### src/rtl/mux_arb_reg_pkg.sv
// Shared constants for the selectable-source output register.
// Mode encodings used by mux_arb_reg and its testbench.
package mux_arb_reg_pkg;

  localparam logic MODE_FIXED = 1'b0;
  localparam logic MODE_RR    = 1'b1;

endpackage

### src/rtl/rr_priority_pick.sv
// Wrap-around priority picker: first set request at or after start.
// Purely combinational; start must be below N.
module rr_priority_pick #(
  parameter int N = 4,
  parameter int W = $clog2(N)
) (
  input  logic [N-1:0] req,
  input  logic [W-1:0] start,
  output logic         grant_valid,
  output logic [W-1:0] grant
);

  logic [W:0] idx;

  always_comb begin
    grant_valid = 1'b0;
    grant       = '0;
    idx         = '0;
    for (int k = 0; k < N; k++) begin
      idx = {1'b0, start} + (W+1)'(k);
      // explicit wrap keeps non-power-of-2 N correct
      if (idx >= (W+1)'(N)) begin
        idx = idx - (W+1)'(N);
      end
      if (!grant_valid && req[idx[W-1:0]]) begin
        grant_valid = 1'b1;
        grant       = idx[W-1:0];
      end
    end
  end

endmodule

### src/rtl/mux_arb_reg.sv
// N-way valid/ready source select into a single-entry output register.
// Fixed (external selector) or round-robin grant.
module mux_arb_reg
  import mux_arb_reg_pkg::*;
#(
  parameter int DATA_WIDTH = 32,
  parameter int NUM_INPUTS = 4,
  parameter int SEL_WIDTH  = $clog2(NUM_INPUTS)
) (
  input  logic                             clk,
  input  logic                             reset,
  input  logic                             Mode,
  input  logic [SEL_WIDTH-1:0]             Selector,
  input  logic [NUM_INPUTS-1:0]            In_Valid,
  input  logic [NUM_INPUTS*DATA_WIDTH-1:0] In_Data,
  output logic [NUM_INPUTS-1:0]            In_Ready,
  output logic                             Out_Valid,
  output logic [DATA_WIDTH-1:0]            Out_Data,
  output logic [SEL_WIDTH-1:0]             Out_Sel,
  input  logic                             Out_Ready
);

  localparam int PAD = 1 << SEL_WIDTH;

  logic [SEL_WIDTH-1:0]  rr_ptr;
  logic [SEL_WIDTH-1:0]  rr_grant;
  logic [SEL_WIDTH-1:0]  grant;
  logic [SEL_WIDTH-1:0]  ptr_next;
  logic                  rr_valid;
  logic                  grant_valid;
  logic                  can_accept;
  logic                  xfer;
  logic [PAD-1:0]        valid_pad;
  logic [DATA_WIDTH-1:0] grant_data;

  // zero padding makes out-of-range selectors read as invalid
  assign valid_pad = PAD'(In_Valid);

  rr_priority_pick #(
    .N (NUM_INPUTS),
    .W (SEL_WIDTH)
  ) u_pick (
    .req         (In_Valid),
    .start       (rr_ptr),
    .grant_valid (rr_valid),
    .grant       (rr_grant)
  );

  always_comb begin
    grant_valid = 1'b0;
    grant       = '0;
    unique case (1'b1)
      (Mode == MODE_RR): begin
        grant_valid = rr_valid;
        grant       = rr_grant;
      end
      default: begin
        grant_valid = valid_pad[Selector];
        grant       = Selector;
      end
    endcase
  end

  assign can_accept = !Out_Valid || Out_Ready;
  assign xfer       = !reset && can_accept && grant_valid;
  assign In_Ready   = xfer ? (NUM_INPUTS'(1) << grant) : '0;
  assign grant_data = In_Data[int'(grant)*DATA_WIDTH +: DATA_WIDTH];
  assign ptr_next   = (grant == SEL_WIDTH'(NUM_INPUTS-1))
                    ? '0 : grant + SEL_WIDTH'(1);

  always_ff @(posedge clk) begin
    if (reset) begin
      Out_Valid <= 1'b0;
      Out_Data  <= '0;
      Out_Sel   <= '0;
      rr_ptr    <= '0;
    end else if (xfer) begin
      Out_Valid <= 1'b1;
      Out_Data  <= grant_data;
      Out_Sel   <= grant;
      if (Mode == MODE_RR) begin
        rr_ptr <= ptr_next;
      end
    end else if (Out_Ready) begin
      Out_Valid <= 1'b0;
    end
  end

endmodule

### config.mk
export PLATFORM = sky130hd
export DESIGN_NAME = mux_arb_reg
export DESIGN_NICKNAME = d
export VERILOG_FILES = /design/src/rtl/mux_arb_reg_pkg.sv /design/src/rtl/rr_priority_pick.sv /design/src/rtl/mux_arb_reg.sv
export SDC_FILE = /design/constraint.sdc
export NUM_CORES = 1
export LEC_CHECK = 0
export ABC_AREA = 0
export BUFFER_PORTS_ARGS = -buffer_cell sky130_fd_sc_hd__clkbuf_2
export CORE_MARGIN = 2
export CORE_UTILIZATION = 49
export DETAILED_ROUTE_END_ITERATION = 6
export PLACE_DENSITY = 0.86
export SYNTH_ARGS = -nofsm -noshare
export SYNTH_HDL_FRONTEND = slang
export SYNTH_SLANG_ARGS = --single-unit
### constraint.sdc
create_clock -name clk -period 5.35 [get_ports clk]
set_input_delay 1.07 -clock clk [delete_from_list [all_inputs] [get_ports clk]]
set_output_delay 1.07 -clock clk [all_outputs]
set_load 0.01 [all_outputs]
# Word-level counts from Yosys, hierarchy flattened
# Index checks and enable logic that the tools add are counted.
[word_totals]
register_bits = 37
input_bits = 138
output_inout_bits = 39
wordCells = 65
[classes]
addsub = 8
order_cmp = 9
eq_ne = 1
shifts = 2
n_mux = 28
n_reduce_logical = 13
[ops]
columns = ["cell", "n"]
rows = [
  ["variable part select 128 x 8 -> 32 bit", 1],
  ["two-way mux 2 bit", 10],
  ["< comparator 2 x 3 -> 1 bit (second input constant)", 5],
  ["two-way mux 1 bit", 12],
  ["binary-select mux 1 bit (select 2 bit)", 5],
  [">= comparator 3 bit (second input constant)", 3],
  ["subtractor 2 x 1 -> 2 bit (second input constant)", 4],
  ["adder 2 x 2 -> 3 bit (second input constant)", 2],
  ["logical AND 1 bit", 5],
  ["logical NOT 1 bit", 5],
  ["two-way mux 4 bit", 1],
  ["left shift 1 x 2 -> 4 bit (first input constant)", 1],
  ["adder 2 x 1 -> 3 bit (second input constant)", 1],
  [">= comparator 2 x 3 -> 1 bit (second input constant)", 1],
  ["adder 2 x 1 -> 2 bit (second input constant)", 1],
  ["== test 2 bit (second input constant)", 1],
  ["AND reduction 2 bit", 1],
  ["nonzero test 2 bit", 1],
  ["logical OR 1 bit", 1],
]

# Logic depth before layout (Yosys ltp)
[logic_depth]
word_depth = 17
mapped_depth = 7
ltp_nobuf = 5

# Cells and area by module
# A second synthesis with hierarchy kept.
[unflattened]
hier_cells = 264
area_unflattened_um2 = 2824.0
[by_module_without_submodules]
columns = ["mod", "instances", "cells_per_inst", "area_per_inst_um2", "seq_area_each_um2"]
rows = [
  ["mux_arb_reg", 1, 249, 2746.4, 740.7],
  ["rr_priority_pick", 1, 15, 77.6, 0.0],
]

# Worst setup path after synthesis
# OpenSTA, ideal clock, no wires.
[synth_timing]
path_type = "input to output"
start = "input port In_Valid[0]"
end = "output port In_Ready[1]"
t_arrival_ns = 2.489
t_required_ns = 4.280
path_slack_ns = 1.791
cell_stages = 7
path_buffers = 2
path_cell_list = "or4_1 -> mux2_4 -> and3b_1 -> buf_6 -> buf_6 -> nand2_1 -> nor2_1"
[synth_between]
elab_chain_cells = 15
word_cells_on_any_way = 29
classes_between = "shift: 1; mux: 21; reduce/logical: 7"
[synth_lines]
columns = ["item", "line_no", "source"]
rows = [
  ["start: declaration", "mux_arb_reg.sv:14", "input logic [NUM_INPUTS-1:0] In_Valid,"],
  ["binary-select mux 1 bit (select 2 bit)", "rr_priority_pick.sv:25", "if (!grant_valid && req[idx[W-1:0]]) begin"],
  ["two-way mux 1 bit (not written as such)", "rr_priority_pick.sv:25", ""],
  ["two-way mux 1 bit", "rr_priority_pick.sv:25", ""],
  ["logical NOT 1 bit", "rr_priority_pick.sv:25", ""],
  ["logical AND 1 bit", "rr_priority_pick.sv:25", ""],
  ["two-way mux 1 bit", "rr_priority_pick.sv:25", ""],
  ["logical NOT 1 bit", "rr_priority_pick.sv:25", ""],
  ["logical AND 1 bit", "rr_priority_pick.sv:25", ""],
  ["two-way mux 1 bit", "rr_priority_pick.sv:25", ""],
  ["logical NOT 1 bit", "rr_priority_pick.sv:25", ""],
  ["logical AND 1 bit", "rr_priority_pick.sv:25", ""],
  ["two-way mux 2 bit / two-way mux 1 bit (equally long branches)", "rr_priority_pick.sv:25", ""],
  ["two-way mux 2 bit / two-way mux 1 bit (equally long branches)", "mux_arb_reg.sv:52", "unique case (1'b1)"],
  ["left shift 1 x 2 -> 4 bit / logical AND 1 bit (equally long branches)", "mux_arb_reg.sv:66, mux_arb_reg.sv:65", ""],
  ["two-way mux 4 bit *", "mux_arb_reg.sv:66", "assign In_Ready = xfer ? (NUM_INPUTS'(1) << grant) : '0;"],
  ["end: declaration", "mux_arb_reg.sv:16", "output logic [NUM_INPUTS-1:0] In_Ready,"],
]
# Mark *: on every way between the ends. The rest lies on a longest branch, timed or not. The select of a mux whose other input is x is not followed.

# Worst setup path after layout
[layout_timing]
start = "input port In_Valid[1]"
end = "output port In_Ready[2]"
# Same word-level chain as after synthesis.

==> results.sh <==
export IMPL_clk_root_buffer_cell="clkbuf_8"
export IMPL_path_class="input pin to output port"
export IMPL_fin_hold_ws_ns=0.470
export IMPL_avgSynthCellArea_um2=7.46
export IMPL_multi_input_area_um2=2220
export IMPL_num_vias=4243
export IMPL_post_cts_buffers=0
export IMPL_hold_buffers=0
export IMPL_fin_crit_sh_pct=85.1
export IMPL_grt_start_max_net_pins=72
export IMPL_run_status="finished clean"
export IMPL_cts_htree_levels=2
export IMPL_cts_buffers=5
export IMPL_hold_viol_final=0
export IMPL_slew_headroom_pct=27.1
export IMPL_die_area_um2=7380
export IMPL_clk_path_buf_depth=2
export IMPL_p_per_area_nw_per_um2=214
export IMPL_ff2ff_setup_slack_ns=2.97
export IMPL_detail_route_wl_per_cell_um=17.7
export IMPL_clk_pin_slew_ns=0.09
export IMPL_ioPinCount=177
export IMPL_first_iter_violations=264
export IMPL_grt_remaining_overflow=0
export IMPL_synth_edf_count=0
export IMPL_die_w_um=85.9
export IMPL_yosysWarnings=0
export IMPL_yosysTopAreaCell="dfxtp_1"
export IMPL_yosysTopAreaCellShare_pct=22.5
export IMPL_syn_num_nets=579
export IMPL_p_leak_nw=1.86
export IMPL_min_period_ns=4.55
export IMPL_hp_start="Out_Sel[1]$_SDFFE_PP0P_"
export IMPL_whs_path_depth=2
export IMPL_cp_arrival_ns=3.48
export IMPL_fin_skew_ns=0.0124
export IMPL_rr_worst_depth=5
export IMPL_ir_drop_uv=102
export IMPL_clk_latency_ns=0.29
export IMPL_fp_dieH_um=85.9
export IMPL_grt_pass1_vias=3820
export IMPL_crit_family="simple AND/OR/NAND/NOR gates"
export IMPL_drive_gt1_share_pct=35.4
export IMPL_max_cap_violations=0
export IMPL_cp_max_fo=63
export IMPL_tns_ns=0
export IMPL_async_flop_share_pct=0
export IMPL_slew_violations=0
export IMPL_ys_top_cells_by_area="dfxtp_1, nand4_1, a211o_1"
export IMPL_drt_wl_total_mm=11.5
export IMPL_io_buffers=176
export IMPL_slowest_delay_ns=0.99
export IMPL_place_hpwl_mm=7.57
export IMPL_pre_cts_slack_ns=0.892
export IMPL_worstPathRequired_ns=4.28
export IMPL_routed_via_density=6.53
export IMPL_fmax_ghz=0.220
export IMPL_worstMarginPinSlew_ns=1.09
export IMPL_synth_area_um2=3290
export IMPL_setup_ws_ns=0.799
export IMPL_nets=710
export IMPL_nFillCells=580
export IMPL_rows=29
export IMPL_hold_path_class="flip-flop to flip-flop"
export IMPL_r2r_start="rr_ptr[1]$_SDFFE_PP0P_"
export IMPL_rsz0062_at_grt="no"
export IMPL_firstDrtPassIters=5
export IMPL_setup_violations=0
export IMPL_cp_buffers_inverters=2
export IMPL_cts_resized=0
export IMPL_register_area_um2=741
export IMPL_start_util_pct=51.2
export IMPL_yosys_most_used_dff="dfxtp_1"
export IMPL_worstReg2RegEnd="Out_Data[3]$_SDFFE_PP0P_"
export IMPL_diodes=0
export IMPL_cp_start_kind="input pin"
export IMPL_netlist_instances=441
export IMPL_core_area_um2=6420
export IMPL_yosys_cell_types_count=38
export IMPL_crit_path_end_kind="output port"
export IMPL_ys_seq_area_share_pct=22.5
export IMPL_place_congestion=0.904
export IMPL_antenna_found_initial=0
export IMPL_grt_pass1_wl_mm=17.9
export IMPL_slowest_stage="and3b_2"
export IMPL_cts_tree="done"
export IMPL_worstHoldEndpoint="Out_Sel[1]$_SDFFE_PP0P_"
export IMPL_area_delta_synth_final_pct=26.8
export IMPL_ys_ff_latch=37
export IMPL_drcViolationCount=0
export IMPL_crit_path_cell_trace="clkbuf_2 > mux4_2 > mux2_4 > and3b_2 > nand2_1 > nor2_1 > clkbuf_2"
export IMPL_path_common_cell="clkbuf_2"
export IMPL_antenna_left=0
export IMPL_cts_sink_count=37
export IMPL_grt_usage_pct=29.4
-- flip-flops by register name, indices dropped and copies added (netlist names) --
signal / cells
Out_Valid: 1
Out_Sel: 2
Out_Data: 32
rr_ptr: 2
-- layout by cell type, fill, tap and decap left out, drive strengths merged, types with 2 or more instances in the layout --
cell type,instances
a211o,30
a211oi,24
a21o,2
a21oi,5
a31oi,23
and4,23
buf,8
clkbuf,181
dfxtp,37
inv,24
mux2i,5
nand2,15
nand2b,4
nand3,24
nand3b,3
nand4,74
nor2,7
nor2b,36
o221ai,2
o31ai,30
-- per-stage QoR --
| step | instances | utilization (%) | power, mW | area [µm²] |
|---|---|---|---|---|
| after floorplan | 441 | - | 0.556 | 3290 |
| after CTS | 650 | 64.9 | 0.892 | 4170 |
| after global placement | 642 | 63.5 | 0.679 | 4080 |
| after global routing | 650 | 64.9 | 0.943 | 4170 |
| final | 650 | 64.9 | 0.891 | 4170 |
| after detailed placement | 642 | 63.5 | 0.685 | 4080 |
-- worst max-delay path by stage --
| stage | from | to | slack [ns] | depth (start not counted) |
|---|---|---|---|---|
| final | In_Valid[1] | In_Ready[2] | 0.80 | 7 |
| after global routing | In_Valid[1] | In_Ready[2] | 0.67 | 7 |
| after global placement | In_Valid[1] | In_Ready[2] | 0.93 | 7 |
| after floorplan | In_Valid[0] | In_Ready[1] | 1.79 | 7 |
| after detailed placement | In_Valid[1] | In_Ready[2] | 0.89 | 7 |
| after CTS | In_Valid[1] | In_Ready[2] | 0.87 | 7 |
-- power by group --
part | internal (mW) | total, mW | switching (mW)
sequential | 0.312 | 0.334 | 0.0219
combinational | 0.139 | 0.351 | 0.211
clock | 0.0926 | 0.207 | 0.114
total | 0.544 | 0.891 | 0.348
-- per-layer routing --
layer / global-route usage, % / up-vias / routed length, µm
li1: - / 1988 / -
met1: 39.2 / 1942 / 4740
met2: 48.3 / 284 / 5430
met3: 3.85 / 29 / 1080
met4: 11.3 / 0 / 273
met5: 0 / - / 0
-- final cells by class --
| cell class | instances | area share, % |
|---|---|---|
| Sequential cell | 37 | 17.8 |
| Clock inverter | 3 | 0.510 |
| Inverter | 23 | 2.07 |
| Timing Repair Buffer | 184 | 22.6 |
| Multi-Input combinational cell | 321 | 53.1 |
| Tap cell | 77 | 2.31 |
| Clock buffer | 5 | 1.65 |
-- worst register-to-register path, stage by stage, from the launching register on --
cell and delay, ns:
dfxtp_1 0.37, and2_1 0.17, o211a_1 0.61, nor3_2 0.68
nand2_1 0.21, o221ai_1 0.24
-- Yosys cell counts, types with 5 or more instances --
cell type / instances
nand2_1: 15
nand3_1: 24
mux2i_1: 5
and4_1: 23
o31ai_1: 30
a211o_1: 30
a211oi_1: 24
nand4_1: 74
dfxtp_1: 37
clkbuf_1: 45
buf_2: 6
nor2b_1: 36
buf_1: 5
nor2_1: 7
inv_1: 23
a31oi_1: 23
-- cell families after synthesis --
group	after synthesis	share of synthesized area, %
multiplexers	7	2.66
AO/OA/AOI/OAI	122	28.1
flip-flops	37	22.5
AND/OR/NAND/NOR	192	36.1
buffers and inverters	83	10.6
No activity file was read; power rests on OpenSTA's default activity.
